<file path="config.mk">
export PLATFORM = sky130hd
export DESIGN_NAME = cadence_xform
export DESIGN_NICKNAME = d
export VERILOG_FILES = /design/src/rtl/cadence_xform.sv
export SDC_FILE = /design/constraint.sdc
export NUM_CORES = 1
export LEC_CHECK = 0
export ABC_AREA = 0
export CELL_PAD_IN_SITES_DETAIL_PLACEMENT = 1
export CELL_PAD_IN_SITES_GLOBAL_PLACEMENT = 1
export CORE_MARGIN = 1.5
export CORE_UTILIZATION = 45
export DETAILED_ROUTE_END_ITERATION = 7
export HOLD_SLACK_MARGIN = 0.08
export PLACE_DENSITY_LB_ADDON = 0.2
export SLEW_MARGIN = 40
export SYNTH_ARGS = -nofsm -noshare
export SYNTH_HDL_FRONTEND = slang
export SYNTH_SLANG_ARGS = --single-unit
</file>
<file path="constraint.sdc">
create_clock -name clk -period 2.6 [get_ports clk]
set_clock_uncertainty 0.05 [all_clocks]
set_input_delay 0.78 -clock clk [delete_from_list [all_inputs] [get_ports clk]]
set_output_delay 0.78 -clock clk [all_outputs]
set_load 0.02 [all_outputs]
</file>
<file path="src/rtl/cadence_xform.sv">
// Period-to-cadence transform: cadence = min(OUT_MAX, BASE + K/period), reciprocal by restoring divider.
// Optional macro CADENCE_AVG_EN enables a 4-entry moving average of the clamped results.
module cadence_xform #(
   parameter int PER_W   = 8,
   parameter int OUT_W   = 5,
   parameter int K_W     = 12,
   parameter int K       = 256,
   parameter int BASE    = 15,
   parameter int OUT_MAX = 31,
   parameter int MIN_PER = 8
) (
   input  logic             clk,
   input  logic             rst_n,
   input  logic [PER_W-1:0] cadence_per,
   input  logic             per_vld,
   output logic             per_rdy,
   output logic [OUT_W-1:0] cadence,
   output logic             cadence_vld,
   output logic             busy
);

   localparam int CNT_W = $clog2(K_W + 1);
   localparam logic [CNT_W-1:0] L_CNT_TOP = CNT_W'(K_W - 1);
   localparam logic [CNT_W-1:0] L_CNT_ONE = CNT_W'(1);
   localparam logic [CNT_W-1:0] L_CNT_ZERO = CNT_W'(0);
   localparam logic [K_W-1:0]   L_K       = K_W'(K);
   localparam logic [K_W:0]     L_BASE    = (K_W + 1)'(BASE);
   localparam logic [K_W:0]     L_MAX     = (K_W + 1)'(OUT_MAX);
   localparam logic [OUT_W-1:0] L_MAX_OUT = OUT_W'(OUT_MAX);
   localparam logic [PER_W-1:0] L_MIN_PER = PER_W'(MIN_PER);

   typedef enum logic [1:0] {
      S_IDLE = 2'd0,
      S_DIV  = 2'd1,
      S_DONE = 2'd2
   } state_t;

   state_t             r_state;
   state_t             w_state_nx;
   logic [PER_W-1:0]   r_rem;
   logic [K_W-1:0]     r_dvd;
   logic [PER_W-1:0]   r_div;
   logic [K_W-1:0]     r_q;
   logic [CNT_W-1:0]   r_cnt;
   logic [OUT_W-1:0]   r_cadence;
   logic               r_cadence_vld;

   logic [PER_W:0]     w_rem_sh;
   logic               w_ge;
   logic [PER_W-1:0]   w_rem_nx;
   logic [K_W:0]       w_sum;
   logic [OUT_W-1:0]   w_clamp;
   logic [OUT_W-1:0]   w_result;
   logic               w_accept;
   logic               w_short;

   assign w_accept = per_vld & per_rdy;
   assign w_short  = (cadence_per < L_MIN_PER);

   // Restoring step: the remainder is always below the divisor, so the
   // subtraction fits in PER_W bits once the shifted value is known to be >= divisor.
   assign w_rem_sh = {r_rem, r_dvd[K_W-1]};
   assign w_ge     = (w_rem_sh >= {1'b0, r_div});
   assign w_rem_nx = w_ge ? (w_rem_sh[PER_W-1:0] - r_div) : w_rem_sh[PER_W-1:0];

   assign w_sum    = {1'b0, r_q} + L_BASE;
   assign w_clamp  = (w_sum > L_MAX) ? L_MAX_OUT : w_sum[OUT_W-1:0];

`ifdef CADENCE_AVG_EN
   // The newest clamped value plus these three older ones form the 4-entry window.
   logic [OUT_W-1:0] r_hist [3];
   logic [OUT_W+1:0] w_avg_sum;

   assign w_avg_sum = (OUT_W + 2)'(w_clamp) + (OUT_W + 2)'(r_hist[0])
                    + (OUT_W + 2)'(r_hist[1]) + (OUT_W + 2)'(r_hist[2]);
   assign w_result  = OUT_W'(w_avg_sum >> 2);

   // History shift register, advanced once per completed conversion.
   always_ff @(posedge clk or negedge rst_n) begin
      if (!rst_n) begin
         r_hist[0] <= {OUT_W{1'b0}};
         r_hist[1] <= {OUT_W{1'b0}};
         r_hist[2] <= {OUT_W{1'b0}};
      end else if (r_state == S_DONE) begin
         r_hist[0] <= w_clamp;
         r_hist[1] <= r_hist[0];
         r_hist[2] <= r_hist[1];
      end
   end
`else
   assign w_result = w_clamp;
`endif

   // State register.
   always_ff @(posedge clk or negedge rst_n) begin
      if (!rst_n) begin
         r_state <= S_IDLE;
      end else begin
         r_state <= w_state_nx;
      end
   end

   // Next-state logic.
   always_comb begin
      w_state_nx = r_state;
      case (r_state)
         S_IDLE: begin
            if (per_vld) begin
               w_state_nx = w_short ? S_DONE : S_DIV;
            end else begin
               w_state_nx = S_IDLE;
            end
         end
         S_DIV: begin
            if (r_cnt == L_CNT_ZERO) begin
               w_state_nx = S_DONE;
            end else begin
               w_state_nx = S_DIV;
            end
         end
         S_DONE:  w_state_nx = S_IDLE;
         default: w_state_nx = S_IDLE;
      endcase
   end

   // State-decoded handshake outputs.
   always_comb begin
      per_rdy = 1'b0;
      busy    = 1'b0;
      case (r_state)
         S_IDLE:  per_rdy = 1'b1;
         S_DIV:   busy    = 1'b1;
         S_DONE:  per_rdy = 1'b0;
         default: per_rdy = 1'b0;
      endcase
   end

   // Divider datapath; short periods bypass the divider with a saturated quotient.
   always_ff @(posedge clk or negedge rst_n) begin
      if (!rst_n) begin
         r_rem <= {PER_W{1'b0}};
         r_dvd <= {K_W{1'b0}};
         r_div <= {PER_W{1'b0}};
         r_q   <= {K_W{1'b0}};
         r_cnt <= L_CNT_ZERO;
      end else begin
         case (r_state)
            S_IDLE: begin
               if (w_accept) begin
                  if (w_short) begin
                     r_q <= {K_W{1'b1}};
                  end else begin
                     r_rem <= {PER_W{1'b0}};
                     r_dvd <= L_K;
                     r_div <= cadence_per;
                     r_cnt <= L_CNT_TOP;
                  end
               end
            end
            S_DIV: begin
               r_rem <= w_rem_nx;
               r_dvd <= {r_dvd[K_W-2:0], 1'b0};
               r_q   <= {r_q[K_W-2:0], w_ge};
               r_cnt <= r_cnt - L_CNT_ONE;
            end
            default: begin
               r_cnt <= r_cnt;
            end
         endcase
      end
   end

   // Result register and one-cycle strobe.
   always_ff @(posedge clk or negedge rst_n) begin
      if (!rst_n) begin
         r_cadence     <= {OUT_W{1'b0}};
         r_cadence_vld <= 1'b0;
      end else begin
         r_cadence_vld <= (r_state == S_DONE);
         if (r_state == S_DONE) begin
            r_cadence <= w_result;
         end
      end
   end

   assign cadence     = r_cadence;
   assign cadence_vld = r_cadence_vld;

endmodule

</file>
==> results.yml, run 1 <==
place:
  dp_hpwl_um: 4200
  gp_congestion: 0.776
  numPortBuffers: 18
  preCtsSetupSlack_ns: -0.0717
synthesis:
  synth_area_leaders: "dfrtp_1 (46%), ha_1 (5.2%), nand2_1 (4.2%), nor2_1 (3.9%), o21ai_0 (3.3%)"
  async_flop_share_pct: 100
  syn_nets: 275
  syn_area_um2: 2410
  synth_edf_count: 0
  syn_area_per_cell_um2: 9.52
  synth_ff_type: "dfrtp_1"
  ys_ff_latch: 44
  yosys.area.top_type_share_pct: 45.7
  syn_inst: 253
  yosysTopAreaCell: "dfrtp_1"
  synth_cell_types: 60
  synth_warnings: 0
  ys_seq_area_share_pct: 45.7
setup_path:
  r2r_end: "r_rem[3]"
  reg2regPathDepth: 6
  start_kind: "register"
  critical_path.startpoint: "r_rem[5]"
  worst-setup-path-type: "reg2reg"
  worst-r2r-setup-slack_ns: 0.20
  worstReg2RegStart: "r_rem[5]"
  worstSetupEndpointType: "register"
  crit_path_end: "r_rem[3]"
  arrival_ns: 2.53
  path_max_fanout: 12
  crit_required_ns: 2.74
cts:
  cts-buffers-inserted: 5
  clockBufferDepth: 2
  cts_tree: "done"
  numClockSinks: 44
  clk_latency_ns: 0.30
  postCtsSetupBuffers: 0
  cts_root_buffer: "clkbuf_8"
  clk_pin_slew_ns: 0.09
  h-tree-depth: 2
floorplan:
  rows: 26
  start_util_pct: 46.9
  die_h_um: 76.2
  die-area_um2: 5800
  die_w_um: 76.2
  coreArea_um2: 5140
  io_pins: 19
pwr:
  vdd_ir_drop_max_mv: 0.608
  p_leak_nw: 1.19
  power_w: 0.00379
  p_per_area_nw_per_um2: 1350
drt:
  drc: 0
  vias: 1967
  via_per_inst: 5.65
  ant_nets: 0
  initialDrtViolationCount: 115
  firstDrtPassIters: 4
  wl_um: 5830
  wire_per_inst_um: 16.7
global_route:
  grt.overflow.total: 0
  grt_first_pass_wirelength_um: 10400
  antenna_found_initial: 0
  grt_max_degree: 45
  grt_pass1_vias: 2012
  grt_util_all_layers_pct: 22.2
cells_and_area:
  area_growth_pct: 16.4
  drive_gt1_share_pct: 11.5
  multiInputGateArea_um2: 1190
  layout.area.seq_um2: 1100
  fill_cells: 626
  fin_nets: 299
  antennaDiodeCount: 0
  final_cell_mix: "dfrtp_1 (44), nand2_1 (27), nor2_1 (25)"
  layout_commonest_cell: "dfrtp_1"
sta:
  max_slew_margin_pct: 46.6
  finalSetupViolCount: 0
  min_period_over_period_pct: 92.1
  tightest_slew_ns: 0.791
  hold_ws_ns: 0.444
  hold_violations: 0
  max_freq_mhz: 417
  period_needed_ns: 2.40
  rsz0062_at_grt: "no"
  layout_setup_ws_ns: 0.204
  final-max-slew-violation-count: 0
status:
  status: "complete, no violations"
hold_path:
  hp-class: "reg2reg"
run:
  max_cap_violations: 0
[kinds of logic (layout without fill, tap and decap cells)]
logic type                 after synthesis  in the layout  share of synthesized area, %
adders and majority gates               11             11                          6.02
muxes                                    5              5                          2.13
xor gates and xnor gates                 7              7                          2.54
DFF                                     44             44                          45.7
and+or+nand+nor                         97             97                          20.8
AOI/OAI and AO/OA                       62             62                          17.8
buffers and inverters                   27             52                          4.98
[report_power, final]
group          internal, W  switching (W)
clock network     0.000290       0.000250
registers         0.000947       0.000253
logic             0.000894        0.00116
[metrics by stage]
stage | instance area (um^2) | setup TNS [ns] | instances | util [%]
global placement | 2690 | 0 | 340 | 52.3
detailed placement | 2690 | -0.0868 | 340 | 52.3
CTS | 2800 | 0 | 348 | 54.5
finish | 2810 | 0 | 348 | 54.6
floorplan | 2410 | 0 | 253 | -
global route | 2810 | 0 | 348 | 54.6
[worst max-delay path, stage by stage, from the launching register on]
cell and delay (ns):
dfrtp_1 0.40, ha_1 0.39, and3_4 0.22, nand3_2 0.09, o311a_1 0.54, and2_1 0.28, a221o_1 0.31
[cells in the mapped netlist (2+ instances only)]
master	count
nand2b_1	6
ha_1	10
buf_2	2
nor2_1	25
nand3_1	10
nor2b_1	3
nor3_1	5
o22a_1	9
o221ai_1	2
mux2i_1	4
nor3b_1	3
o22ai_1	2
xor2_1	3
buf_4	2
clkbuf_1	4
dfrtp_1	44
xnor2_1	4
o21ai_0	16
a21o_1	2
a21oi_1	13
or3_1	3
nand2_1	27
or2_2	2
inv_1	15
a221o_1	2
[layer usage]
metal	track usage (%)	vias to the layer above	share of wire, %
met2	33.6	27	47
met3	4.19	2	2.8
met4	4.44	0	0.36
li1	-	943	-
met5	0	-	0
met1	33.4	995	50
[worst min-delay path by stage]
stage	from	to	slack, ns	depth (start not counted)
final	r_dvd[10]	r_dvd[11]	0.44	2
after global routing	r_dvd[8]	r_dvd[8]	0.48	2
after CTS	r_dvd[10]	r_dvd[11]	0.45	2
after detailed placement	r_dvd[10]	r_dvd[11]	0.43	2
after global placement	r_dvd[9]	r_dvd[10]	0.41	2
after floorplan	r_dvd[8]	r_dvd[8]	0.40	2
[sequential cells by signal, summed over array words and instances (netlist names)]
signal and cells:
cadence 5, cadence_vld 1, r_cnt 4, r_div 8
r_dvd 4, r_q 12, r_rem 8, r_state 2
[layout make-up]
| cell class | instances | share of cell area [%] |
|---|---|---|
| flip-flops and latches | 44 | 39.3 |
| inverters | 16 | 2.14 |
| repair buffers | 28 | 9.01 |
| clock buffers | 5 | 2.45 |
| multi-input cells | 182 | 42.4 |
| well taps | 70 | 3.12 |
| clock inverters | 3 | 1.65 |
[what timing repair did]
item                                    in CTS  in global routing
endpoints found under the setup margin       0                  1
gates resized for setup                      0                  1
hold buffers                                 0                  0
No activity file was read; power rests on OpenSTA's default activity.
==> run 2: changes to the inputs <==
- PLACE_DENSITY: unset -> 0.8
- PLACE_DENSITY_LB_ADDON: 0.2 -> unset
==> run 2 against run 1 <==
Net effect: final cell count rose by 1.1%; critical endpoint is now busy; routed wire length decreased by 1.1%; largest power group unchanged; first-iteration DRC count fell by 49%; critical path type is now reg2out.
==> results.yml, run 2 (synthesis gave the netlist of run 1 again) <==
status:
  status: "complete, no violations"
place:
  gp_congestion: 0.790
  numPortBuffers: 18
  dp_hpwl_um: 4180
  dp_cells: 344
global_route:
  grt_first_pass_wirelength_um: 10100
  antenna_found_initial: 0
  grt_util_all_layers_pct: 21.7
  grt_pass1_vias: 2093
  grt.overflow.total: 0
  grt_max_degree: 45
drt:
  vias: 1943
  wl_um: 5760
  drc: 0
  ant_nets: 0
  initialDrtViolationCount: 59
  wire_per_inst_um: 16.4
  via_per_inst: 5.52
  firstDrtPassIters: 4
pwr:
  power_w: 0.00384
  p_int_w: 0.00218
  p_per_area_nw_per_um2: 1360
  p_switching_w: 0.00166
  vdd_ir_drop_max_mv: 0.759
  power.share.switching_pct: 43.2
  power_frac_comb_pct: 55.1
  power_frac_clock_pct: 13.8
  p_leak_nw: 1.20
  sequentialPowerShare_pct: 31.2
cells_and_area:
  largest_reg_flops: 12
  drive_gt1_share_pct: 12.8
  fill_cells: 613
  antennaDiodeCount: 0
  fin_nets: 303
  regMostFlops: "r_q"
  final_cell_mix: "dfrtp_1 (44), nand2_1 (27), nor2_1 (25)"
  reg.largest.list: "r_q: 12 flops, r_div: 8 flops, r_rem: 8 flops"
  layout_commonest_cell: "dfrtp_1"
  area_growth_pct: 17.4
  fin_cells: 352
sta:
  rsz0062_at_grt: "no"
  min_period_over_period_pct: 96.0
  hold_violations: 0
  final-max-slew-violation-count: 0
  max_freq_mhz: 401
  finalSetupViolCount: 0
  max_slew_margin_pct: 48.5
  period_needed_ns: 2.50
  tightest_slew_ns: 0.763
  hold_ws_ns: 0.435
cts:
  h-tree-depth: 2
  cts-buffers-inserted: 5
  post_cts_resize_count: 0
  postCtsSetupBuffers: 0
  cts_hold_buffers: 0
  clk_pin_slew_ns: 0.08
  clockBufferDepth: 2
  numClockSinks: 44
  cts_root_buffer: "clkbuf_8"
  clk_latency_ns: 0.30
  cts_tree: "done"
hold_path:
  hp-class: "reg2reg"
setup_path:
  path_max_fanout: 6
  path_cells: "nand2b_1 -> clkinv_1 -> clkdlybuf4s50_1"
  start_kind: "register"
  worst-setup-path-type: "reg2out"
  path_buf_inv: 2
  path_delay_family: "buffers and inverters"
  slowest_stage: "clkdlybuf4s50_1"
  worstSetupEndpointType: "output pin"
  crit_required_ns: 1.77
  arrival_ns: 1.67
  cpPeakStageDelay_ns: 0.61
floorplan:
  start_util_pct: 46.9
  die-area_um2: 5800
  die_w_um: 76.2
  die_h_um: 76.2
  io_pins: 19
  coreArea_um2: 5140
  rows: 26
run:
  max_cap_violations: 0
run 2: final cells by class:
class	instances	area [um^2]	share of cell area [%]
clock buffers	5	68.8	2.43
clock inverters	3	42.5	1.50
inverters	16	60.1	2.12
multi-input cells	182	1190	42.0
flip-flops and latches	44	1100	38.9
well taps	70	87.6	3.10
repair buffers	32	280	9.91
run 2: routing by layer:
metal | share of wire [%] | wire length [um] | up-vias | global-route usage, %
met3 | 3.1 | 178 | 9 | 3.95
met5 | 0 | 0 | - | 0
met1 | 48 | 2760 | 957 | 28.2
met4 | 1.1 | 61 | 0 | 6.48
li1 | - | - | 952 | -
met2 | 48 | 2760 | 25 | 37.0
run 2: metrics by stage:
step / setup TNS (ns) / worst slack, ns / instance area [um^2] / util [%]
after floorplan: 0 / 0.488 / 2410 / -
after global placement: -0.0192 / -0.0192 / 2720 / 52.9
after detailed placement: -0.0810 / -0.0255 / 2720 / 52.9
after CTS: 0 / 0.0956 / 2830 / 55.0
after global routing: 0 / 0.0407 / 2830 / 55.0
final: 0 / 0.104 / 2830 / 55.0
run 2: final timing paths:
kind                                 start       end  slack [ns]  cells past startpoint
worst min register to register    r_dvd[8]  r_dvd[8]        0.44                      2
worst max register to register   r_dvd[11]  r_rem[6]        0.30                      8
max in group asynchronous            rst_n  r_cnt[2]        1.62                      2
min in group asynchronous            rst_n  r_rem[1]        0.49                      2
worst min-delay path              r_dvd[8]  r_dvd[8]        0.44                      2
worst max-delay path            r_state[1]      busy        0.10                      3
run 2: worst reg2reg max path, cell delays in order, from the launching register on:
cell	delay (ns)
dfrtp_1	0.38
inv_1	0.07
ha_1	0.24
fa_1	0.41
nand2b_1	0.18
a21oi_1	0.27
mux2i_1	0.22
a311oi_1	0.11
a311o_1	0.27
run 2: power groups by stage:
| stage | Clock, W | Combinational [W] | Sequential, W |
|---|---|---|---|
| CTS | 0.000536 | 0.00212 | 0.00120 |
| finish | 0.000529 | 0.00211 | 0.00120 |
| floorplan | 0 | 0.00157 | 0.00113 |
| global route | 0.000565 | 0.00235 | 0.00124 |
| detailed placement | 0 | 0.00209 | 0.00120 |
| global placement | 0 | 0.00201 | 0.00119 |
==> run 3: changes to the inputs <==
- CORE_UTILIZATION: 45 -> 37
- PLACE_DENSITY: 0.8 -> 0.68
==> run 3 against run 2 <==
Net effect: final cell count is 1.4% higher; clock power is 3% higher; sequential share of layout area hardly changed; combinational power is 4% lower; core utilization is 10 points lower; power is 2.4% lower; first-iteration DRC count is 56% higher; hold slack better by 0.0087 ns; highest routed layer unchanged; largest cell class unchanged; sequential power hardly changed.
==> results.yml, run 3 (synthesis gave the netlist of run 1 again) <==
sta:
  max_slew_margin_pct: 58.1
  hold_violations: 0
  tightest_slew_ns: 0.620
  finalSetupViolCount: 0
  final-max-slew-violation-count: 0
  max_freq_mhz: 407
  rsz0062_at_grt: "no"
  period_needed_ns: 2.46
  min_period_over_period_pct: 94.5
global_route:
  grt_util_all_layers_pct: 16.4
  grt_pass1_vias: 1923
  antenna_found_initial: 0
  grt_max_degree: 45
  grt.overflow.total: 0
  grt_first_pass_wirelength_um: 9380
place:
  numPortBuffers: 18
  dp_hpwl_um: 4060
  dp_cells: 349
  gp_congestion: 0.807
  placed_area_um2: 2710
drt:
  firstDrtPassIters: 5
  ant_nets: 0
  vias: 1953
  wire_per_inst_um: 15.4
  drc: 0
  initialDrtViolationCount: 92
  wl_um: 5490
  via_per_inst: 5.47
hold_path:
  whs_endpoint: "r_div[0]"
  min_delay_path_depth: 2
  hp-class: "reg2reg"
  worstHoldStart: "r_div[0]"
pwr:
  p_leak_nw: 1.19
  vdd_ir_drop_max_mv: 0.593
  p_per_area_nw_per_um2: 1330
cts:
  clockBufferDepth: 2
  cts_tree: "done"
  cts_root_buffer: "clkbuf_8"
  numClockSinks: 44
  post_cts_resize_count: 0
  clk_latency_ns: 0.30
  cts_hold_buffers: 0
  postCtsSetupBuffers: 0
  h-tree-depth: 2
  cts-buffers-inserted: 5
  clk_pin_slew_ns: 0.09
floorplan:
  rows: 29
  die-area_um2: 7010
  coreArea_um2: 6310
  start_util_pct: 38.2
  io_pins: 19
  die_w_um: 83.7
  die_h_um: 83.7
run:
  max_cap_violations: 0
setup_path:
  crit_required_ns: 1.77
  r2r_end: "r_rem[3]"
  worstSetupEndpointType: "output pin"
  cpPeakStageDelay_ns: 0.61
  arrival_ns: 1.63
  path_max_fanout: 6
  start_kind: "register"
  worstReg2RegStart: "r_rem[5]"
  path_buf_inv: 2
  worst-setup-path-type: "reg2out"
  worst-r2r-setup-slack_ns: 0.25
  reg2regPathDepth: 6
  path_delay_family: "buffers and inverters"
  slowest_stage: "clkdlybuf4s50_1"
  path_cells: "nand2b_1 -> clkinv_1 -> clkdlybuf4s50_1"
cells_and_area:
  antennaDiodeCount: 0
  layout_commonest_cell: "dfrtp_1"
  area_growth_pct: 17.3
  fin_nets: 301
  final_cell_mix: "dfrtp_1 (44), nand2_1 (27), nor2_1 (25)"
  fin_util_pct: 44.8
  final_area_um2: 2830
  largest_reg_flops: 12
  drive_gt1_share_pct: 12.1
  fin_cells: 357
  reg.largest.list: "r_q: 12 flops, r_div: 8 flops, r_rem: 8 flops"
  regMostFlops: "r_q"
status:
  status: "complete, no violations"
## run 3: cell types whose count changed in the layout (fill, tap and decap cells not counted), sizes merged
| cell | before | now |
|---|---|---|
| buf | 15 | 13 |
| clkinv | 2 | 1 |
| inv | 15 | 16 |
## run 3: routing by layer
metal	wire length, um	share of wire, %	GRT usage, %
met3	75	1.4	2.37
met5	0	0	0
met1	2680	49	22.6
met2	2680	49	27.4
met4	61	1.1	4.02
## run 3: how the worst max path moves through the flow
stage / startpoint / end / slack [ns] / cells past startpoint
floorplan: cadence_per[6] / r_div[2] / 0.49 / 6
global placement: cadence_per[6] / r_dvd[11] / 0.03 / 5
detailed placement: cadence_per[6] / r_rem[0] / -0.08 / 4
CTS: r_state[0] / busy / 0.10 / 3
global route: r_state[0] / busy / 0.07 / 3
finish: r_state[0] / busy / 0.14 / 3
## run 3: worst reg2reg max path, delay by kind of cell (launching register included)
| kind | cells | cell delay [ns] |
|---|---|---|
| adders and majority gates | 1 | 0.36 |
| DFF | 1 | 0.41 |
| AOI/OAI and AO/OA | 2 | 0.83 |
| and+or+nand+nor | 3 | 0.58 |
## run 3: where the power goes
group          total [W]  switching, W  leakage (nW)  internal, W
clock           0.000543      0.000253        0.0548     0.000290
sequential       0.00118      0.000232         0.500     0.000947
combinational    0.00203       0.00112         0.633     0.000902
## run 3: final cells by class
class,instances,area [um^2]
repair buffers,30,265
clock inverters,3,46.3
clock buffers,5,68.8
flip-flops and latches,44,1100
multi-input cells,182,1190
fillers,778,3490
inverters,16,60.1
well taps,77,96.3
## run 3: through the flow
step | TNS [ns] | setup WS, ns | power [W] | hold WS (ns)
floorplan | 0 | 0.488 | 0.00269 | 0.397
global placement | 0 | 0.0336 | 0.00318 | 0.414
detailed placement | -0.0762 | -0.0762 | 0.00324 | 0.429
CTS | 0 | 0.102 | 0.00379 | 0.449
global route | 0 | 0.0740 | 0.00408 | 0.479
finish | 0 | 0.144 | 0.00375 | 0.444
